<file path="config.mk">
export PLATFORM = sky130hd
export DESIGN_NAME = rsa_decrypt
export DESIGN_NICKNAME = d
export VERILOG_FILES = /design/src/rtl/rsa_decrypt.sv
export SDC_FILE = /design/constraint.sdc
export NUM_CORES = 2
export LEC_CHECK = 0
export ABC_AREA = 0
export CAP_MARGIN = 5
export CELL_PAD_IN_SITES_DETAIL_PLACEMENT = 1
export CELL_PAD_IN_SITES_GLOBAL_PLACEMENT = 2
export CORE_ASPECT_RATIO = 0.8
export CORE_UTILIZATION = 39
export DETAILED_ROUTE_END_ITERATION = 8
export HOLD_SLACK_MARGIN = 0.12
export MAX_ROUTING_LAYER = met4
export PLACE_DENSITY = 0.92
export SLEW_MARGIN = 10
export SYNTH_ARGS = -nofsm -noshare
export SYNTH_HDL_FRONTEND = slang
export SYNTH_SLANG_ARGS = --single-unit
</file>
<file path="constraint.sdc">
create_clock -name clk -period 40 [get_ports clk]
set_input_delay 8 -clock clk [delete_from_list [all_inputs] [get_ports clk]]
set_output_delay 8 -clock clk [all_outputs]
set_load 0.02 [all_outputs]
</file>
<file path="src/rtl/rsa_decrypt.sv">
// =============================================================================
// Module   : rsa_decrypt
// Purpose  : Computes m = c^d mod n by right-to-left binary exponentiation
//            with a W-cycle bit-serial modular multiplier.
// Revision : 1.0 - initial release
// =============================================================================
`default_nettype none

module rsa_decrypt #(
  parameter int W = 128
) (
  input  logic         clk,
  input  logic         reset,
  input  logic         in_valid,
  output logic         in_ready,
  input  logic [W-1:0] c,
  input  logic [W-1:0] d,
  input  logic [W-1:0] n,
  output logic         out_valid,
  input  logic         out_ready,
  output logic [W-1:0] m,
  output logic         err,
  output logic         busy
);

  localparam int              C_CW      = (W > 1) ? $clog2(W) : 1;
  localparam logic [C_CW-1:0] C_CNT_TOP = C_CW'(W - 1);

  typedef enum logic [2:0] {
    S_IDLE  = 3'd0,
    S_LOAD  = 3'd1,
    S_MUL_R = 3'd2,
    S_MUL_B = 3'd3,
    S_DONE  = 3'd4
  } state_t;

  state_t          r_state;
  state_t          w_state_nxt;
  logic [W-1:0]    r_b;
  logic [W-1:0]    r_r;
  logic [W-1:0]    r_e;
  logic [W-1:0]    r_n;
  logic [W+1:0]    r_acc;
  logic [C_CW-1:0] r_cnt;
  logic            r_err;
  logic [W-1:0]    r_m;
  logic            r_err_o;
  logic            r_out_valid;

  logic [W-1:0]    w_x;
  logic [W+1:0]    w_n2;
  logic [W+1:0]    w_sum;
  logic [W+1:0]    w_s1;
  logic [W+1:0]    w_s2;
  logic            w_last;
  logic            w_load_err;
  logic [W-1:0]    w_e_shift;

  // MUL_R computes r*b, MUL_B computes b*b; the multiplicand is always b.
  always_comb begin
    w_x        = (r_state == S_MUL_R) ? r_r : r_b;
    w_n2       = {2'b00, r_n};
    w_sum      = (r_acc << 1) + ({2'b00, r_b} & {(W+2){w_x[r_cnt]}});
    w_s1       = (w_sum >= w_n2) ? (w_sum - w_n2) : w_sum;
    w_s2       = (w_s1 >= w_n2) ? (w_s1 - w_n2) : w_s1;
    w_last     = (r_cnt == '0);
    w_load_err = (r_n == '0) || (r_b >= r_n);
    w_e_shift  = r_e >> 1;
  end

  always_ff @(posedge clk or posedge reset) begin
    if (reset) r_state <= S_IDLE;
    else       r_state <= w_state_nxt;
  end

  always_comb begin
    w_state_nxt = r_state;
    in_ready    = (r_state == S_IDLE);
    busy        = (r_state != S_IDLE);
    case (r_state)
      S_IDLE:  if (in_valid) w_state_nxt = S_LOAD;
      S_LOAD: begin
        if (w_load_err || (r_e == '0)) w_state_nxt = S_DONE;
        else if (r_e[0])               w_state_nxt = S_MUL_R;
        else                           w_state_nxt = S_MUL_B;
      end
      S_MUL_R: if (w_last) w_state_nxt = (w_e_shift == '0) ? S_DONE : S_MUL_B;
      // After the square the exponent shifts, so r_e[1] becomes the current bit.
      S_MUL_B: if (w_last) w_state_nxt = r_e[1] ? S_MUL_R : S_MUL_B;
      S_DONE:  if (r_out_valid && out_ready) w_state_nxt = S_IDLE;
      default: w_state_nxt = S_IDLE;
    endcase
  end

  always_ff @(posedge clk or posedge reset) begin
    if (reset) begin
      r_b         <= '0;
      r_r         <= '0;
      r_e         <= '0;
      r_n         <= '0;
      r_acc       <= '0;
      r_cnt       <= '0;
      r_err       <= 1'b0;
      r_m         <= '0;
      r_err_o     <= 1'b0;
      r_out_valid <= 1'b0;
    end else begin
      case (r_state)
        S_IDLE: begin
          if (in_valid) begin
            r_b <= c;
            r_e <= d;
            r_n <= n;
          end
        end
        S_LOAD: begin
          r_err <= w_load_err;
          r_r   <= {{(W-1){1'b0}}, (r_n != W'(1))};
          r_acc <= '0;
          r_cnt <= C_CNT_TOP;
        end
        S_MUL_R, S_MUL_B: begin
          if (w_last) begin
            r_acc <= '0;
            r_cnt <= C_CNT_TOP;
            if (r_state == S_MUL_R) begin
              r_r <= w_s2[W-1:0];
            end else begin
              r_b <= w_s2[W-1:0];
              r_e <= w_e_shift;
            end
          end else begin
            r_acc <= w_s2;
            r_cnt <= r_cnt - 1'b1;
          end
        end
        S_DONE: begin
          // First DONE cycle registers the result; out_valid follows one edge later.
          if (!r_out_valid) begin
            r_out_valid <= 1'b1;
            r_m         <= r_err ? '0 : r_r;
            r_err_o     <= r_err;
          end else if (out_ready) begin
            r_out_valid <= 1'b0;
          end
        end
        default: ;
      endcase
    end
  end

  assign out_valid = r_out_valid;
  assign m         = r_m;
  assign err       = r_err_o;

endmodule

`default_nettype wire

</file>
# Word-level counts from Yosys, hierarchy flattened
# Index checks and enable logic that the tools add are counted.
classes:
  add_sub_neg: 4
  magnitude_cmp: 4
  n_eq_ne: 12
  mux: 32
  bitwise_logic: 2
  n_reduce_logical: 17
op_table:
  columns: ["op", "count"]
  rows:
  - ["$mux W128", 10]
  - ["$pmux W128 S2", 3]
  - ["$logic_not A128 Y1", 3]
  - ["$ge A130 B128 Y1", 2]
  - ["$mux W129", 2]
  - ["$pmux W129 S2", 1]
  - ["$add A130 B130 Y130", 1]
  - ["$and A128 B130 Y130", 1]
  - ["$mux W130", 1]
  - ["$sub A130 B128 Y130", 1]
  - ["$sub A129 B128 Y129", 1]
  - ["$ge A128 B128 Y1", 1]
  - ["$ne A128 B1 Y1 const B", 1]
  - ["$mux W3", 6]
  - ["$pmux W3 S5", 1]
  - ["$ne A2 B2 Y1 const B", 7]
  - ["$pmux W7 S2", 1]
  - ["$lt A7 B8 Y1 const B", 1]
  - ["$reduce_and A4 Y1", 2]
  - ["$bmux W1 S7", 1]
  - ["$logic_not A7 Y1", 1]
  - ["$mux W7", 1]
  - ["$sub A7 B1 Y7 const B", 1]
  - ["$eq A3 B2 Y1 const B", 2]
  - ["other kinds (12)", 19]
word_totals:
  regBits: 782
  wordCells: 82

# Longest topological paths before layout
logic_depth:
  ltp_word: 13
  mapped_depth: 65

# Worst setup path before layout
# Ideal clock, no wire load.
synth_timing:
  path_type: "reg-to-reg"
  startpoint: "reg r_state[2]"
  endpoint: "reg r_b[95]"
  arrival_time_ps: 12657
  required_ps: 39875
  path_slack_ps: 27218
  stages_incl_launch_ff: 59
  n_path_buf: 9
  synth_period_minus_slack_ps: 12782
  path_cell_list: "dfrtp_1 -> nand2b_1 -> clkbuf_1 -> nor2_1 -> clkbuf_1 -> buf_1 -> mux4_2 -> mux4_2 -> a311oi_1 -> nand3_1 -> and4b_1 -> clkbuf_1 -> clkbuf_1 -> and2_1 -> ha_1 -> inv_1 -> fa_1 -> nor2b_1 -> (+23 left out) -> mux2_2 -> ha_1 -> clkbuf_1 -> nand4_1 -> or3_1 -> or3_1 -> o32ai_1 -> o21ai_0 -> o21ai_1 -> a31oi_1 -> o21bai_1 -> o21ai_1 -> o21ba_2 -> o21ba_2 -> xnor2_1 -> mux2i_1 -> o21ai_0 -> mux2_2"
synth_via:
  elab_chain_cells: 13
  elab_cells_between_ends: 23
  cone_classes: "add/sub (3); order compare (2); eq/ne (5); mux (8); bitwise (1); reduce/logical (4)"
synth_lines:
  columns: ["element", "line", "rtl"]
  rows:
  - ["start: declaration", "37", "state_t r_state;"]
  - ["start signal: assignment", "73", "else r_state <= w_state_nxt;"]
  - ["$eq A3 B2 Y1", "61, 108, 126", null]
  - ["$mux W128", "61", "w_x = (r_state == S_MUL_R) ? r_r : r_b;"]
  - ["$bmux W1 S7", "63", "w_sum = (r_acc << 1) + ({2'b00, r_b} & {(W+2){w_x[r_cnt]}});"]
  - ["$mux W1 (implied by the code)", "63", null]
  - ["$and A128 B130 Y130", "63", null]
  - ["$add A130 B130 Y130", "63", null]
  - ["$sub A130 B128 Y130 / $ge A130 B128 Y1 (equally long branches)", "64", "w_s1 = (w_sum >= w_n2) ? (w_sum - w_n2) : w_sum;"]
  - ["$mux W130", "64", null]
  - ["$sub A129 B128 Y129 / $ge A130 B128 Y1 (equally long branches)", "65", "w_s2 = (w_s1 >= w_n2) ? (w_s1 - w_n2) : w_s1;"]
  - ["$mux W129", "65", null]
  - ["$mux W128", "126", "if (r_state == S_MUL_R) begin"]
  - ["$mux W128", "123", "if (w_last) begin"]
  - ["$pmux W128 S2", "108", "case (r_state)"]
  - ["end signal: assignment", "129", "r_b <= w_s2[W-1:0];"]
  - ["end: declaration", "39", "logic [W-1:0] r_b;"]
# Parallel ways exist; a longest one is shown, timed or not. The select of a mux whose other input is x is not followed.
# A chain may end at the register's enable or synchronous reset.

# Worst setup path in the final report
layout_timing:
  startpoint: "reg r_state[2]"
  endpoint: "reg r_b[83]"
# Same word-level chain as after synthesis.

==> summary.txt <==
Outcome
  – Outcome: finished clean

Finish
  – Share of layout cells above drive strength 1: 7.06%
  – Final standard cell count with taps included and fillers excluded: 10400
  – Final Net Count: 9043
  – Most frequent cells in the layout: sky130_fd_sc_hd__nand2_1, sky130_fd_sc_hd__dfrtp_1, sky130_fd_sc_hd__o21ai_0
  – Fillcell total: 19500
  – Storage cell area: 19600 um2
  – Area growth from synthesis to layout: 15.3%
  – Area of the multi-input gates: 42700 um2
  – Commonest non-fill, non-tap cell in the layout: sky130_fd_sc_hd__nand2_1

Routing
  – Initial drt markers: 7658
  – Vias: 66600
  – Average wire per standard cell: 31.5 um
  – DRC Markers: 0
  – Detailed-router iteration count before antenna repair: 6
  – Number of nets with antenna violations after detailed routing: 0
  – DR vias/cell: 6.41
  – WL final: 328000 um

Clocking
  – Number of clock sinks: 782
  – Post-CTS repair timing setup buffer count: 0
  – Root Buffer: sky130_fd_sc_hd__clkbuf_16
  – TritonCTS clock tree: yes
  – Quantity of hold-fixing buffers added after cts: 0
  – Number of H-tree branching levels: 3
  – Number of instances resized during post-cts repair: 0
  – Clock insertion delay at the later pin of the skew report: 0.77 ns
  – Maximum buffer depth of the clock tree: 3
  – Clock-pin slew on the worst setup and hold paths: 0.06 ns
  – Num CTS Buffers: 90

Floorplan
  – Area inside the core boundary: 165000 um2
  – Die H: 367 um
  – Number of primary I/O pins: 520
  – Horiz. Die Dim: 458 um
  – Initial core utilization: 39.4%
  – Floorplan die area: 168000 um2
  – Placement row count: 133

STA
  – Rel. slew slack: 13.0%
  – Smallest hold slack: 0.481 ns
  – Sum of negative setup slack: 0 ns
  – Unrepaired setup endpoints after global routing: no
  – Part of the cycle the worst path needs: 57.1%
  – Final worst path period need: 22.82 ns
  – Hold Fails Final Rpt: 0
  – Final-report setup violation count: 0
  – Worst setup skew after layout: 0.0696 ns
  – Measured slew at the worst slew-check pin: 1.30 ns
  – Final Slew Violations: 0
  – Maximum achievable frequency: 43.8 MHz

Worst setup path
  – Cell repeated most along the worst path: sky130_fd_sc_hd__a21oi_1
  – Data required time at the worst endpoint: 40.64 ns
  – Critical path's slowest cell: sky130_fd_sc_hd__a21boi_0
  – Crit end category: flip-flop
  – Launching element type of the critical path: flip-flop
  – Critical path launch point: r_state[2]$_DFFE_PP0P_
  – Biggest cell delay along the critical path: 0.94 ns
  – Startpoint-to-endpoint class of the critical path: reg2reg
  – Data arrival time of the critical path: 23.47 ns
  – CP max FO: 99
  – Reg2Reg Launch Point: r_state[2]$_DFFE_PP0P_

Synthesis
  – Area of the mapped netlist: 64900 um2
  – Post-synth EDFFs: 0
  – Seq cells post-synth: 782
  – Yosys top cell by area: sky130_fd_sc_hd__dfrtp_1
  – Predominant post-synthesis flop cell: sky130_fd_sc_hd__dfrtp_1
  – Synth Warn #: 0
  – Post-synth top area share: 30.1%
  – Post-Synthesis Cells: 7924
  – Average footprint of a synthesized cell: 8.19 um2
  – Ys async rst share: 100%
  – Most area-consuming cells after synthesis: sky130_fd_sc_hd__dfrtp_1, sky130_fd_sc_hd__ha_1, sky130_fd_sc_hd__nand2_1
  – Net count after synthesis: 8828
  – Count of different cell masters after synthesis: 86
  – Sequential cell area fraction in the yosys report: 30.1%

Global route
  – Number of antenna violations at the first check in global routing: 27
  – Wire length of the first global-routing pass: 472000 um
  – Total grt overflow: 0
  – Number of global-route vias before repair: 65700
  – Overall track demand over capacity in global routing: 39.2%
  – Largest net degree at the start of global routing: 167

Flow run
  – Count of max-cap constraint violations: 0

Placement
  – Placed cell count: 10200
  – Count of input and output buffers: 519
  – Half-perimeter wire length of the detailed placement result: 262000 um
  – Final Wtd Congestion: 1.06

Worst hold path
  – Startpoint of the tightest hold check path: m[19]$_DFFE_PP0P_
  – Worst hold path class: reg2reg
[worst paths after layout]
check,endpoint,slack [ns],cells after the start
min reg2reg,m[19]$_DFFE_PP0P_,0.48,2
min in group asynchronous,r_r[31]$_DFFE_PP0P_,7.67,2
max reg2reg,r_b[83]$_DFFE_PP0P_,17.18,50
min,m[19]$_DFFE_PP0P_,0.48,2
max,r_b[83]$_DFFE_PP0P_,17.18,50
max in group asynchronous,r_n[89]$_DFFE_PP0P_,29.32,5
[cells in the mapped netlist (all sizes together) (197+ instances only)]
library cell and n:
nand4 217, nor2 487, clkbuf 404, xnor2 212
nand2 1192, dfrtp 782, ha 513, mux2 200
a21oi 623, nand2b 197, o21ai 785, inv 256
[kinds of logic after synthesis]
logic type | synth area share [%]
compound gates | 22.6
xor+xnor | 4.99
fa+ha+maj | 9.98
buf+inv | 4.37
flops | 30.1
mux | 8.21
simple gates | 19.7
[registers in the layout (all words and copies together) (netlist names)]
register   cells
r_state        3
r_b          128
r_r          128
r_e          128
r_n          128
err            1
r_cnt          7
r_acc        129
out_valid      1
m            128
r_err          1
[per-stage QoR]
stage / setup slack [ns] / util (%) / area (um2)
after global routing: 17.25 / 45.4 / 74800
after detailed placement: 18.55 / 43.5 / 71700
after CTS: 18.49 / 45.4 / 74800
final: 17.18 / 45.4 / 74800
after floorplan: 10.04 / - / 64900
after global placement: 18.79 / 43.5 / 71700
[final cells by class]
class                      count  area share, %
inverter                     256           1.29
tap                         2160           3.61
sequential                   782           26.2
multi-input combinational   6414           57.0
clock inverter                35          0.741
timing repair buffer         595           7.74
clock buffer                 124           3.35
antenna                       26         0.0870
[routing by layer]
layer | GRT usage, % | up-vias | wire length, um
li1 | - | 29000 | -
met3 | 10.0 | 455 | 34100
met4 | 12.0 | 0 | 11600
met1 | 56.9 | 34100 | 152000
met5 | - | - | 0
met2 | 52.3 | 3033 | 130000
[worst max-delay path, delay by kind of cell (launching register included)]
kind	cells	cell delay (ns)
AND/OR/NAND/NOR	19	7.81
buffers and inverters	4	2.59
XOR/XNOR	1	0.27
flip-flops	1	0.52
adder cells (fa/ha/maj)	3	1.15
AO/OA/AOI/OAI	18	7.18
multiplexers	5	2.54
Power is left out: the tool's default activity adds up to more than one toggle a clock period on the data nets, which glitch-free logic cannot reach.
